==> src/rtl/cpu_defs_pkg.sv <==
// Shared definitions for the Mini SRC control unit: widths, FSM steps,
// opcode encodings, instruction classes and the control-word layout.
package cpu_defs_pkg;

    localparam int OPW  = 5;
    localparam int ALUW = 5;

    typedef enum logic [3:0] {
        T0, T1, T2, T3, T4, T5, T6, T7, HALT
    } state_t;

    localparam logic [OPW-1:0] OP_LD   = 5'b00000;
    localparam logic [OPW-1:0] OP_LDI  = 5'b00001;
    localparam logic [OPW-1:0] OP_ST   = 5'b00010;
    localparam logic [OPW-1:0] OP_ADD  = 5'b00011;
    localparam logic [OPW-1:0] OP_BR   = 5'b00100;
    localparam logic [OPW-1:0] OP_SUB  = 5'b00101;
    localparam logic [OPW-1:0] OP_AND  = 5'b00110;
    localparam logic [OPW-1:0] OP_OR   = 5'b00111;
    localparam logic [OPW-1:0] OP_SHR  = 5'b01000;
    localparam logic [OPW-1:0] OP_SHL  = 5'b01001;
    localparam logic [OPW-1:0] OP_ADDI = 5'b01010;
    localparam logic [OPW-1:0] OP_ANDI = 5'b01011;
    localparam logic [OPW-1:0] OP_ORI  = 5'b01100;
    localparam logic [OPW-1:0] OP_MUL  = 5'b01101;
    localparam logic [OPW-1:0] OP_DIV  = 5'b01110;
    localparam logic [OPW-1:0] OP_JR   = 5'b01111;
    localparam logic [OPW-1:0] OP_MFHI = 5'b10000;
    localparam logic [OPW-1:0] OP_MFLO = 5'b10001;
    localparam logic [OPW-1:0] OP_NOP  = 5'b11000;
    localparam logic [OPW-1:0] OP_HALT = 5'b11001;

    // One-hot instruction class; nop also covers every undefined opcode.
    typedef struct packed {
        logic r_alu;
        logic i_alu;
        logic ldi;
        logic ld;
        logic st;
        logic br;
        logic jr;
        logic mfhi;
        logic mflo;
        logic muldiv;
        logic halt;
        logic nop;
    } iclass_t;

    // Registered DataPath control word (alu_op kept separately).
    typedef struct packed {
        logic pc_out;
        logic mar_in;
        logic inc_pc;
        logic pc_in;
        logic mdr_in;
        logic mdr_out;
        logic ir_in;
        logic y_in;
        logic z_in;
        logic zlow_out;
        logic zhigh_out;
        logic gra;
        logic grb;
        logic grc;
        logic r_in;
        logic r_out;
        logic ba_out;
        logic c_out;
        logic hi_in;
        logic hi_out;
        logic lo_in;
        logic lo_out;
        logic con_in;
        logic md_read;
        logic ram_read;
        logic ram_write;
    } ctrl_t;

endpackage

==> src/rtl/control_unit_opcode_decoder.sv <==
// Combinational opcode -> instruction class decoder.
// CONTROL_UNIT_MULDIV_EN: when defined, mul/div decode to their own class;
// otherwise they decode as nop.
module opcode_decoder
    import cpu_defs_pkg::*;
(
    input  logic [OPW-1:0] opcode,
    output iclass_t        iclass
);

    // Map each opcode to exactly one class bit.
    always_comb begin
        iclass = '0;
        case (opcode)
            OP_ADD, OP_SUB, OP_AND, OP_OR, OP_SHR, OP_SHL: iclass.r_alu = 1'b1;
            OP_ADDI, OP_ANDI, OP_ORI:                      iclass.i_alu = 1'b1;
            OP_LDI:                                        iclass.ldi   = 1'b1;
            OP_LD:                                         iclass.ld    = 1'b1;
            OP_ST:                                         iclass.st    = 1'b1;
            OP_BR:                                         iclass.br    = 1'b1;
            OP_JR:                                         iclass.jr    = 1'b1;
            OP_MFHI:                                       iclass.mfhi  = 1'b1;
            OP_MFLO:                                       iclass.mflo  = 1'b1;
            OP_HALT:                                       iclass.halt  = 1'b1;
`ifdef CONTROL_UNIT_MULDIV_EN
            OP_MUL, OP_DIV:                                iclass.muldiv = 1'b1;
`else
            OP_MUL, OP_DIV:                                iclass.nop    = 1'b1;
`endif
            default:                                       iclass.nop   = 1'b1;
        endcase
    end

endmodule

==> src/rtl/control_unit.sv <==
// Hardwired Mini SRC control FSM: fetch T0-T2, class-specific T3-T7, HALT.
// Control outputs are registered from the next step, so they line up with
// the current step. mul/div sequencing depends on CONTROL_UNIT_MULDIV_EN
// (see opcode_decoder).
module control_unit
    import cpu_defs_pkg::*;
(
    input  logic            clock,
    input  logic            clear,
    input  logic [31:0]     instruction,
    input  logic            CON,
    input  logic            stop,
    output logic            run,
    output logic            PCout,
    output logic            MARin,
    output logic            IncPC,
    output logic            PCin,
    output logic            MDRin,
    output logic            MDRout,
    output logic            IRin,
    output logic            Yin,
    output logic            Zin,
    output logic            Zlowout,
    output logic            Zhighout,
    output logic            Gra,
    output logic            Grb,
    output logic            Grc,
    output logic            Rin,
    output logic            Rout,
    output logic            BAout,
    output logic            Cout,
    output logic            HIin,
    output logic            HIout,
    output logic            LOin,
    output logic            LOout,
    output logic            CONin,
    output logic            MD_read,
    output logic            ram_read,
    output logic            ram_write,
    output logic [ALUW-1:0] alu_op
);

    logic [OPW-1:0]  opcode;
    logic            unused_ir;
    iclass_t         cls;
    state_t          state, state_nxt;
    logic            primed;
    logic            stop_pend;
    logic            stop_req;
    state_t          boundary;
    ctrl_t           ctrl_q, ctrl_nxt;
    logic [ALUW-1:0] alu_q, alu_nxt;
    logic            run_q;
    logic            br_t6_q, br_t6_nxt;

    assign opcode    = instruction[31:27];
    assign unused_ir = ^instruction[26:0];

    opcode_decoder u_decoder (
        .opcode (opcode),
        .iclass (cls)
    );

    assign stop_req = stop | stop_pend;
    assign boundary = stop_req ? HALT : T0;

    // Next step: advance through T-steps, leaving at the class's last step.
    always_comb begin
        state_nxt = state;
        case (state)
            T0:      state_nxt = T1;
            T1:      state_nxt = T2;
            T2:      state_nxt = cls.halt ? HALT : (cls.nop ? boundary : T3);
            T3:      state_nxt = (cls.jr | cls.mfhi | cls.mflo) ? boundary : T4;
            T4:      state_nxt = T5;
            T5:      state_nxt = (cls.r_alu | cls.i_alu | cls.ldi) ? boundary : T6;
            T6:      state_nxt = (cls.br | cls.muldiv) ? boundary : T7;
            T7:      state_nxt = boundary;
            HALT:    state_nxt = HALT;
            default: state_nxt = T0;
        endcase
        // Reset leaves outputs cleared while sitting in T0; hold T0 for one
        // more edge so the first fetch still drives its T0 strobes.
        if (!primed) state_nxt = T0;
    end

    // Control word for the step being entered.
    always_comb begin
        ctrl_nxt  = '0;
        alu_nxt   = '0;
        br_t6_nxt = 1'b0;
        case (state_nxt)
            T0: begin
                ctrl_nxt.pc_out = 1'b1; ctrl_nxt.mar_in = 1'b1;
                ctrl_nxt.inc_pc = 1'b1; ctrl_nxt.z_in   = 1'b1;
                alu_nxt = OP_ADD;
            end
            T1: begin
                ctrl_nxt.zlow_out = 1'b1; ctrl_nxt.pc_in   = 1'b1;
                ctrl_nxt.ram_read = 1'b1; ctrl_nxt.md_read = 1'b1;
                ctrl_nxt.mdr_in   = 1'b1;
            end
            T2: begin
                ctrl_nxt.mdr_out = 1'b1; ctrl_nxt.ir_in = 1'b1;
            end
            T3: begin
                if (cls.r_alu | cls.i_alu) begin
                    ctrl_nxt.grb = 1'b1; ctrl_nxt.r_out = 1'b1; ctrl_nxt.y_in = 1'b1;
                end
                if (cls.ldi | cls.ld | cls.st) begin
                    ctrl_nxt.grb = 1'b1; ctrl_nxt.ba_out = 1'b1; ctrl_nxt.y_in = 1'b1;
                end
                if (cls.br) begin
                    ctrl_nxt.gra = 1'b1; ctrl_nxt.r_out = 1'b1; ctrl_nxt.con_in = 1'b1;
                end
                if (cls.jr) begin
                    ctrl_nxt.gra = 1'b1; ctrl_nxt.r_out = 1'b1; ctrl_nxt.pc_in = 1'b1;
                end
                if (cls.mfhi) begin
                    ctrl_nxt.hi_out = 1'b1; ctrl_nxt.gra = 1'b1; ctrl_nxt.r_in = 1'b1;
                end
                if (cls.mflo) begin
                    ctrl_nxt.lo_out = 1'b1; ctrl_nxt.gra = 1'b1; ctrl_nxt.r_in = 1'b1;
                end
                if (cls.muldiv) begin
                    ctrl_nxt.gra = 1'b1; ctrl_nxt.r_out = 1'b1; ctrl_nxt.y_in = 1'b1;
                end
            end
            T4: begin
                if (cls.r_alu) begin
                    ctrl_nxt.grc = 1'b1; ctrl_nxt.r_out = 1'b1; ctrl_nxt.z_in = 1'b1;
                    alu_nxt = ALUW'(opcode);
                end
                if (cls.i_alu) begin
                    ctrl_nxt.c_out = 1'b1; ctrl_nxt.z_in = 1'b1;
                    alu_nxt = ALUW'(opcode);
                end
                if (cls.ldi | cls.ld | cls.st) begin
                    ctrl_nxt.c_out = 1'b1; ctrl_nxt.z_in = 1'b1;
                    alu_nxt = OP_ADD;
                end
                if (cls.br) begin
                    ctrl_nxt.pc_out = 1'b1; ctrl_nxt.y_in = 1'b1;
                end
                if (cls.muldiv) begin
                    ctrl_nxt.grb = 1'b1; ctrl_nxt.r_out = 1'b1; ctrl_nxt.z_in = 1'b1;
                    alu_nxt = ALUW'(opcode);
                end
            end
            T5: begin
                if (cls.r_alu | cls.i_alu | cls.ldi) begin
                    ctrl_nxt.zlow_out = 1'b1; ctrl_nxt.gra = 1'b1; ctrl_nxt.r_in = 1'b1;
                end
                if (cls.ld | cls.st) begin
                    ctrl_nxt.zlow_out = 1'b1; ctrl_nxt.mar_in = 1'b1;
                end
                if (cls.br) begin
                    ctrl_nxt.c_out = 1'b1; ctrl_nxt.z_in = 1'b1;
                    alu_nxt = OP_ADD;
                end
                if (cls.muldiv) begin
                    ctrl_nxt.zlow_out = 1'b1; ctrl_nxt.lo_in = 1'b1;
                end
            end
            T6: begin
                if (cls.ld) begin
                    ctrl_nxt.ram_read = 1'b1; ctrl_nxt.md_read = 1'b1;
                    ctrl_nxt.mdr_in   = 1'b1;
                end
                if (cls.st) begin
                    ctrl_nxt.gra = 1'b1; ctrl_nxt.r_out = 1'b1; ctrl_nxt.mdr_in = 1'b1;
                end
                if (cls.br) begin
                    ctrl_nxt.zlow_out = 1'b1;
                    br_t6_nxt = 1'b1;
                end
                if (cls.muldiv) begin
                    ctrl_nxt.zhigh_out = 1'b1; ctrl_nxt.hi_in = 1'b1;
                end
            end
            T7: begin
                if (cls.ld) begin
                    ctrl_nxt.mdr_out = 1'b1; ctrl_nxt.gra = 1'b1; ctrl_nxt.r_in = 1'b1;
                end
                if (cls.st) ctrl_nxt.ram_write = 1'b1;
            end
            default: ;
        endcase
    end

    // State, stop latch and registered control word; clear aborts everything.
    always_ff @(posedge clock) begin
        if (!clear) begin
            state     <= T0;
            primed    <= 1'b0;
            stop_pend <= 1'b0;
            ctrl_q    <= '0;
            alu_q     <= '0;
            run_q     <= 1'b1;
            br_t6_q   <= 1'b0;
        end else begin
            state     <= state_nxt;
            primed    <= 1'b1;
            stop_pend <= (state_nxt == HALT) ? 1'b0 : (stop_pend | stop);
            ctrl_q    <= ctrl_nxt;
            alu_q     <= alu_nxt;
            run_q     <= (state_nxt != HALT);
            br_t6_q   <= br_t6_nxt;
        end
    end

    assign run       = run_q;
    assign alu_op    = alu_q;
    assign PCout     = ctrl_q.pc_out;
    assign MARin     = ctrl_q.mar_in;
    assign IncPC     = ctrl_q.inc_pc;
    // Branch target load follows CON live during br T6 only.
    assign PCin      = ctrl_q.pc_in | (br_t6_q & CON);
    assign MDRin     = ctrl_q.mdr_in;
    assign MDRout    = ctrl_q.mdr_out;
    assign IRin      = ctrl_q.ir_in;
    assign Yin       = ctrl_q.y_in;
    assign Zin       = ctrl_q.z_in;
    assign Zlowout   = ctrl_q.zlow_out;
    assign Zhighout  = ctrl_q.zhigh_out;
    assign Gra       = ctrl_q.gra;
    assign Grb       = ctrl_q.grb;
    assign Grc       = ctrl_q.grc;
    assign Rin       = ctrl_q.r_in;
    assign Rout      = ctrl_q.r_out;
    assign BAout     = ctrl_q.ba_out;
    assign Cout      = ctrl_q.c_out;
    assign HIin      = ctrl_q.hi_in;
    assign HIout     = ctrl_q.hi_out;
    assign LOin      = ctrl_q.lo_in;
    assign LOout     = ctrl_q.lo_out;
    assign CONin     = ctrl_q.con_in;
    assign MD_read   = ctrl_q.md_read;
    assign ram_read  = ctrl_q.ram_read;
    assign ram_write = ctrl_q.ram_write;

endmodule

==> config.mk <==
export PLATFORM = sky130hd
export DESIGN_NAME = control_unit
export DESIGN_NICKNAME = d
export VERILOG_FILES = /design/src/rtl/cpu_defs_pkg.sv /design/src/rtl/control_unit_opcode_decoder.sv /design/src/rtl/control_unit.sv
export SDC_FILE = /design/constraint.sdc
export NUM_CORES = 1
export LEC_CHECK = 0
export ABC_AREA = 0
export CAP_MARGIN = 20
export CORE_MARGIN = 2
export CORE_UTILIZATION = 44
export CTS_CLUSTER_SIZE = 12
export DETAILED_ROUTE_END_ITERATION = 10
export GPL_TIMING_DRIVEN = 0
export HOLD_SLACK_MARGIN = 0.05
export PLACE_DENSITY = 0.8
export SETUP_SLACK_MARGIN = 0.1
export SYNTH_ARGS = -nofsm -noshare
export SYNTH_HDL_FRONTEND = slang
export SYNTH_SLANG_ARGS = --single-unit
==> constraint.sdc <==
create_clock -name clock -period 2.6 [get_ports clock]
set_clock_uncertainty 0.2 [all_clocks]
set_input_delay 0.39 -clock clock [delete_from_list [all_inputs] [get_ports clock]]
set_output_delay 0.39 -clock clock [all_outputs]
set_load 0.03 [all_outputs]
==> flow_summary.yaml, run 1 <==
status:
  outcome: "completed"
clock_network:
  root_buffer: "clkbuf_8"
  tritoncts: "yes"
  clk_path_buf_depth: 2
  cts_max_level: 2
  cts.sinks: 35
  holdBufCountCts: 0
  cts_buffers: 5
  clk_pin_slew_ps: 80
  insertion_delay_ps: 290
setup_path:
  end_kind: "flop"
  path_depth: 8
  crit_buf_inv: 3
  crit_family: "simple AND/OR/NAND/NOR gates"
  worstPathArrival_ps: 2370
  ff2ff_setup_slack_ps: 250
  crit_fanout: 10
  worst-r2r-cell-count: 8
  cp_slowest_stage_delay_ps: 410
  crit_slowest_cell: "or3_1"
  cp-start-kind: "flop"
  cp_cell_sequence: "clkbuf_2 -> a311o_1 -> nand4_1 -> buf_4 -> nand2_2 -> or3_1 -> buf_6 -> o211ai_2"
  critPathKind: "flop to flop"
  critPathRequiredTime_ps: 2610
finish:
  areaGrowthSynthToFinish_pct: 33.99
  finish.utilization_pct: 60.43
  fin_area_mm2: 0.002382
  fin_cells: 318
  largest_reg_flops: 5
  fillCellCount: 384
  final_common_cell: "dfxtp_1"
  final_cell_mix: "dfxtp_1, clkdlybuf4s50_1, nand2_1"
  drive_gt1_share_pct: 19.03
  nets: 303
  regArea_um2: 700.7
  multi_input_area_um2: 989.7
  antenna_cells: 0
logic_synthesis:
  ys_top_cells_by_area: "dfxtp_1, nand2_1, o21ai_0"
  synth_mux_area_share_pct: 1.126
  synth-edff-count: 0
  avgSynthCellArea_um2: 8.270
  synth_xor_area_share_pct: 0.9852
  yosys.area_share.simple_pct: 28.50
  netlist_area_mm2: 0.001778
  synth_compound_area_share_pct: 22.24
  synth_top_family_by_area: "simple AND/OR/NAND/NOR gates"
  synth_adder_area_share_pct: 0
  ys_ff_latch: 35
  netlist_instances: 215
  synth-seq-area-share_pct: 39.41
  synth_top_area_share_pct: 39.41
  ys.warnings.count: 0
  synth_largest_area_cell: "dfxtp_1"
  async_reset_ff_share_pct: 0
  synth_cell_type_count: 55
  ys.flop_type: "dfxtp_1"
pwr:
  pwr-share-seq_pct: 47.9
  power.density_mw_per_mm2: 489.2
  combPwrFrac_pct: 19.2
  p_clk_share_pct: 32.9
  internal-power_uw: 825.5
  p_sw_share_pct: 29.17
  switching_power_uw: 340.0
  irDropWorstVdd_mv: 0.3066
  p_leak_nw: 0.9130
  power_mw: 1.165
placed_design:
  dp.cells: 304
  gp_congestion: 0.8999
  dp_hpwl_um: 3487
  placed_cell_area_mm2: 0.002212
  post-place-ws_ps: -522.8
  numPortBuffers: 36
global_routing:
  overflow: 0
  antenna_found_initial: 0
  grt_max_degree: 12
  grt_pass1_vias: 1582
  grt_util_all_layers_pct: 23.04
  grt_pass1_wl_um: 7734
routing:
  num_vias: 1801
  drt-total-wl_um: 4810
  viasPerCell: 5.664
  avgRoutedWirePerCell_um: 15.13
  ant_nets: 0
  first_pass_iters: 4
  first_iter_violations: 132
  drc: 0
sta:
  finalSetupTns_ps: 0
  rsz0062_at_grt: "false"
  relSlewSlack_pct: 57.98
  final.setup.worst_slack_ps: 247.2
  tightest_slew_ps: 626.2
  setup_viol: 0
  min_period_over_period_pct: 90.49
  holdWs_ps: 346.0
  final_max_slew_viol_count: 0
  fmax_mhz: 425.0
  report.final.hold_viol_count: 0
  period_minus_slack_ps: 2353
floorplan:
  num_io_pins: 68
  die_area_mm2: 0.004565
  die_h_um: 67.57
  die_width_um: 67.57
  start_util_pct: 45.10
  core_area_mm2: 0.003943
  num_rows: 23
run:
  drv_cap: 0
min_path:
  holdPathStages: 3
  hp-class: "primary input to flop"
## metal layers
layer / routed length, µm / track usage [%] / share of wire [%]
met1: 2118 / 32.24 / 44
met2: 2202 / 34.31 / 46
met3: 396 / 5.833 / 8.2
met4: 93 / 7.653 / 1.9
met5: 0 / 0 / 0
## tightest hold or removal path, stage by stage
cell      delay, ps
buf_2           160
nand2b_2        180
nor3_2           70
## final timing paths
| check | to | from |
|---|---|---|
| max | Gra | state[2] |
| min | CONin | instruction[29] |
| min reg2reg | stop_pend | stop_pend |
| max reg2reg | Gra | state[2] |
## area by class of cell
| cell class | count | share of cell area [%] |
|---|---|---|
| inverter | 9 | 1.418 |
| clock inverter | 2 | 0.5252 |
| clock buffer | 6 | 3.046 |
| multi-input combinational | 156 | 41.54 |
| tap | 50 | 2.626 |
| timing repair buffer | 42 | 16.49 |
| buffer | 18 | 4.937 |
| sequential | 35 | 29.41 |
## power by group through the flow
stage          combinational (mW)  sequential [mW]  clock [mW]
2_1_floorplan               0.112            0.596           0
3_3_place_gp                0.208            0.570           0
3_5_place_dp                0.209            0.571           0
4_1_cts                     0.219            0.558       0.389
5_1_grt                     0.242            0.559       0.406
6_report                    0.224            0.558       0.384
## repair_timing
item | in CTS | in global routing
endpoints found under the setup margin | 22 | 19
buffers inserted | 5 | 1
gates resized for setup | 15 | 20
pin swaps | 4 | 4
## cell usage after synthesis, types with 3 or more instances
| cell | count |
|---|---|
| dfxtp_1 | 35 |
| nand2_1 | 20 |
| nor2_1 | 14 |
| o21ai_0 | 14 |
| nor3_1 | 13 |
| inv_1 | 9 |
| nand3_1 | 9 |
| o211ai_1 | 7 |
| a21oi_1 | 6 |
| clkbuf_1 | 6 |
| buf_2 | 5 |
| buf_4 | 5 |
| nand4_1 | 4 |
| nor3_2 | 4 |
| or3_1 | 4 |
| a211oi_1 | 3 |
| a21o_1 | 3 |
| and3_1 | 3 |
| nand3b_1 | 3 |
| nor2b_1 | 3 |
| or4_1 | 3 |
## logic make-up (layout without fill, tap and decap cells)
group | Yosys count | count (layout)
buf+inv | 27 | 77
mux | 2 | 2
simple gates | 92 | 92
other cells | 1 | 4
flops | 35 | 35
compound gates | 56 | 56
xor+xnor | 2 | 2
(Power assumes the default switching activity.)
==> inputs of run 2 (changes only) <==
- CORE_UTILIZATION: 44 -> 47
- DONT_BUFFER_PORTS: not set -> 1
- PLACE_DENSITY: 0.8 -> not set
==> run 2 against run 1 <==
Net effect: core utilization down 7.2 points; clock-buffer cell count unchanged; total power down 4.4%; routed wire length down 1.7%; combinational power down 35%; design area down 18%; sequential cell count unchanged; sequential power up 5.0%; critical path type unchanged; largest power group unchanged.
==> flow_summary.yaml, run 2 (synthesis results as in run 1) <==
setup_path:
  end_kind: "flop"
  cp-start-kind: "flop"
  worst-r2r-cell-count: 8
  r2r_end: "Rout"
  cp_slowest_stage_delay_ps: 420
  critPathKind: "flop to flop"
  crit_fanout: 9
  critPathRequiredTime_ps: 2610
  crit_start: "state[0]"
  worstPathArrival_ps: 2380
  cp_cell_sequence: "buf_2 -> inv_1 -> and3_1 -> o21ai_0 -> nand3_1 -> or3_1 -> buf_6 -> a22oi_2"
  ff2ff_setup_slack_ps: 230
  cp-endpoint: "Rout"
  r2r_start: "state[0]"
  crit_slowest_cell: "or3_1"
pwr:
  power.density_mw_per_mm2: 572.0
  power_mw: 1.114
  p_leak_nw: 0.7314
  irDropWorstVdd_mv: 0.2418
clock_network:
  cts.sinks: 35
  cts_buffers: 5
  insertion_delay_ps: 290
  root_buffer: "clkbuf_8"
  clk_path_buf_depth: 2
  tritoncts: "yes"
  clk_pin_slew_ps: 70
  cts_max_level: 2
routing:
  first_iter_violations: 158
  ant_nets: 0
  first_pass_iters: 5
  drt-total-wl_um: 4728
  num_vias: 1669
  viasPerCell: 6.069
  avgRoutedWirePerCell_um: 17.19
  drc: 0
sta:
  relSlewSlack_pct: 61.46
  setup_viol: 0
  period_minus_slack_ps: 2367
  min_period_over_period_pct: 91.05
  tightest_slew_ps: 573.6
  fmax_mhz: 422.4
  finalSetupTns_ps: 0
  report.final.hold_viol_count: 0
  final_max_slew_viol_count: 0
  rsz0062_at_grt: "false"
finish:
  final_common_cell: "dfxtp_1"
  nets: 262
  largest_reg_flops: 5
  drive_gt1_share_pct: 13.22
  final_cell_mix: "dfxtp_1, nand2_1, o21ai_0"
  areaGrowthSynthToFinish_pct: 9.571
  antenna_cells: 0
  finish.utilization_pct: 53.21
floorplan:
  die_area_mm2: 0.004291
  num_rows: 22
  die_h_um: 65.51
  num_io_pins: 68
  core_area_mm2: 0.003661
  start_util_pct: 48.56
  die_width_um: 65.51
run:
  drv_cap: 0
min_path:
  holdPathStages: 2
  hold_start: "stop"
  hp-class: "primary input to flop"
global_routing:
  grt_pass1_vias: 1577
  overflow: 0
  grt_util_all_layers_pct: 23.78
  antenna_found_initial: 0
  grt_pass1_wl_um: 7624
  grt_max_degree: 12
placed_design:
  gp_congestion: 0.8897
  dp_hpwl_um: 3531
  numPortBuffers: 0
status:
  outcome: "completed"
run 2: cell count changes in the layout (fill, tap and decap cells not counted), sizes merged:
cell           before  now
buf                18   12
clkbuf             15   12
clkdlybuf4s50      32    0
dlygate4sd3         0    1
dlymetal6s2s        1    0
run 2: final cells by class:
type / count / area, µm²
fillers: 354 / 1713
multi-input cells: 156 / 957.2
flip-flops and latches: 35 / 700.7
plain buffers: 18 / 101.3
clock buffers: 6 / 72.57
well taps: 48 / 60.06
inverters: 9 / 33.78
clock inverters: 2 / 12.51
repair buffers: 1 / 10.01
run 2: worst min-delay path by stage:
| stage | end | slack, ps |
|---|---|---|
| 3_5_place_dp | primed | 220 |
| 5_1_grt | BAout | 210 |
| 2_1_floorplan | primed | 220 |
| 6_report | stop_pend | 160 |
| 3_3_place_gp | primed | 220 |
| 4_1_cts | stop_pend | 170 |
run 2: what timing repair did:
action                     in CTS  in global routing
gates resized for setup         0                  3
buffers inserted                0                  0
hold buffers                    1                  0
hold endpoints to repair        1                  0
setup endpoints to repair       0                 18
run 2: report_power, final:
group | internal, mW | total (mW) | switching, mW
clock network | 0.187 | 0.383 | 0.196
logic | 0.0470 | 0.146 | 0.0990
registers | 0.554 | 0.586 | 0.0320
total | 0.788 | 1.11 | 0.327
run 2: per-stage QoR:
stage / setup slack, ps / instance area [µm²] / hold WS [ps] / cells
6_report: 232.7 / 1948 / 160.1 / 275
5_1_grt: 113.4 / 1948 / 210.4 / 275
4_1_cts: 106.7 / 1944 / 173.2 / 275
3_5_place_dp: 42.18 / 1849 / 217.8 / 266
3_3_place_gp: 10.31 / 1849 / 217.8 / 266
2_1_floorplan: 292.3 / 1789 / 217.7 / 218
run 2: worst max-delay path: cells and delay by family (launching register included):
kind,cells,cell delay (ps)
buffers and inverters,3,480
and+or+nand+nor,3,810
DFF,1,310
AOI/OAI and AO/OA,2,490
run 2: per-layer routing:
metal	up-vias	GRT usage [%]	share of wire [%]
met4	0	10.68	2.1
met3	11	6.164	7.2
met1	782	30.70	44
li1	795	-	-
met2	81	37.24	46
met5	-	0	0
==> inputs of run 3 (changes only) <==
- SETUP_SLACK_MARGIN: 0.1 -> not set
==> run 3 against run 2 <==
Net effect: total power hardly changed; design area down 0.13%; final cell count did not move; register-to-register slack lost 90 ps; non-clock buffer count unchanged; first-iteration DRC count grew 2.5%; clock power about the same; clock-buffer cell count is the same; largest power group unchanged; largest cell class unchanged; fmax is 3.6% lower; sequential share of layout area is essentially flat; critical path type unchanged.
==> flow_summary.yaml, run 3 (synthesis results as in run 1) <==
status:
  outcome: "completed"
finish:
  nets: 262
  fin_cells: 275
  final_cell_mix: "dfxtp_1, nand2_1, nor2_1, o21ai_0, nor3_1"
  fin_area_mm2: 0.001946
  fillCellCount: 355
  largest_reg_flops: 5
  final_common_cell: "dfxtp_1"
  drive_gt1_share_pct: 12.78
  antenna_cells: 0
  areaGrowthSynthToFinish_pct: 9.430
clock_network:
  root_buffer: "clkbuf_8"
  cts_buffers: 5
  tritoncts: "yes"
  insertion_delay_ps: 290
  clk_path_buf_depth: 2
  cts.sinks: 35
  clk_pin_slew_ps: 70
  cts_max_level: 2
global_routing:
  grt_pass1_vias: 1577
  grt_util_all_layers_pct: 23.78
  overflow: 0
  antenna_found_initial: 0
  grt_max_degree: 12
  grt_pass1_wl_um: 7624
placed_design:
  dp_hpwl_um: 3531
  dp.cells: 266
  placed_cell_area_mm2: 0.001849
  numPortBuffers: 0
  gp_congestion: 0.8897
  post-place-ws_ps: 42.18
sta:
  final_max_slew_viol_count: 0
  final.setup.worst_slack_ps: 144.7
  holdWs_ps: 159.5
  min_period_over_period_pct: 94.43
  rsz0062_at_grt: "false"
  finalSetupTns_ps: 0
  report.final.hold_viol_count: 0
  setup_viol: 0
  period_minus_slack_ps: 2455
  tightest_slew_ps: 575.3
  relSlewSlack_pct: 61.39
  fmax_mhz: 407.3
routing:
  drc: 0
  avgRoutedWirePerCell_um: 17.17
  ant_nets: 0
  viasPerCell: 6.095
  first_iter_violations: 162
  num_vias: 1676
  first_pass_iters: 4
  drt-total-wl_um: 4721
setup_path:
  end_kind: "flop"
  crit_fanout: 9
  critPathRequiredTime_ps: 2610
  cp-start-kind: "flop"
  critPathKind: "flop to flop"
  worst-r2r-cell-count: 8
  worstPathArrival_ps: 2470
floorplan:
  die_h_um: 65.51
  core_area_mm2: 0.003661
  num_rows: 22
  die_width_um: 65.51
  start_util_pct: 48.56
  num_io_pins: 68
  die_area_mm2: 0.004291
run:
  drv_cap: 0
pwr:
  power.density_mw_per_mm2: 573.1
  p_leak_nw: 0.7307
  irDropWorstVdd_mv: 0.2422
min_path:
  holdPathStages: 2
  hp-class: "primary input to flop"
## run 3: cell count changes in the layout (fill, tap and decap cells not counted)
cell,change
nor2_1,+1
nor2_2,-1
## run 3: worst max-delay path, stage by stage, from the launching register on
cell and delay (ps):
dfxtp_1 300, buf_2 160, nor2_1 440, nand2_1 110
a31o_1 240, a21o_1 260, or3_1 340, buf_6 160
a22oi_2 160
## run 3: final timing paths
kind,start,end,slack (ps)
worst max-delay path,state[0],Rout,140
worst max register to register,state[0],Rout,140
worst min-delay path,stop,stop_pend,160
worst min register to register,stop_pend,stop_pend,420
## run 3: layout make-up
type                       instances  area (µm²)  share of cell area, %
inverter                           9       33.78                  1.736
sequential                        35       700.7                  36.01
clock buffer                       6       72.57                  3.730
clock inverter                     2       12.51                 0.6431
timing repair buffer               1       10.01                 0.5145
buffer                            18       101.3                  5.209
multi-input combinational        156       954.7                  49.07
tap                               48       60.06                  3.087
## run 3: metrics by stage
| step | util (%) | total power, mW |
|---|---|---|
| 6_report | 53.14 | 1.115 |
| 5_1_grt | 53.14 | 1.160 |
| 4_1_cts | 53.11 | 1.123 |
| 3_5_place_dp | 50.51 | 0.7398 |
| 3_3_place_gp | 50.51 | 0.7410 |
| 2_1_floorplan | - | 0.7083 |
## run 3: power by group
part / switching, mW / internal, mW
clock: 0.197 / 0.187
combinational: 0.0989 / 0.0467
sequential: 0.0319 / 0.554
## run 3: what timing repair did
item,in CTS,in global routing
hold buffers,1,0
buffers inserted,0,0
resized for setup,0,2
setup endpoints to repair,0,8
endpoints found under the hold margin,1,0
## run 3: layer usage
metal	GRT usage (%)	up-vias	wire length [µm]
met1	30.70	794	2086
met4	10.68	0	88
li1	-	800	-
met2	37.24	73	2190
met5	0	-	0
met3	6.164	9	355
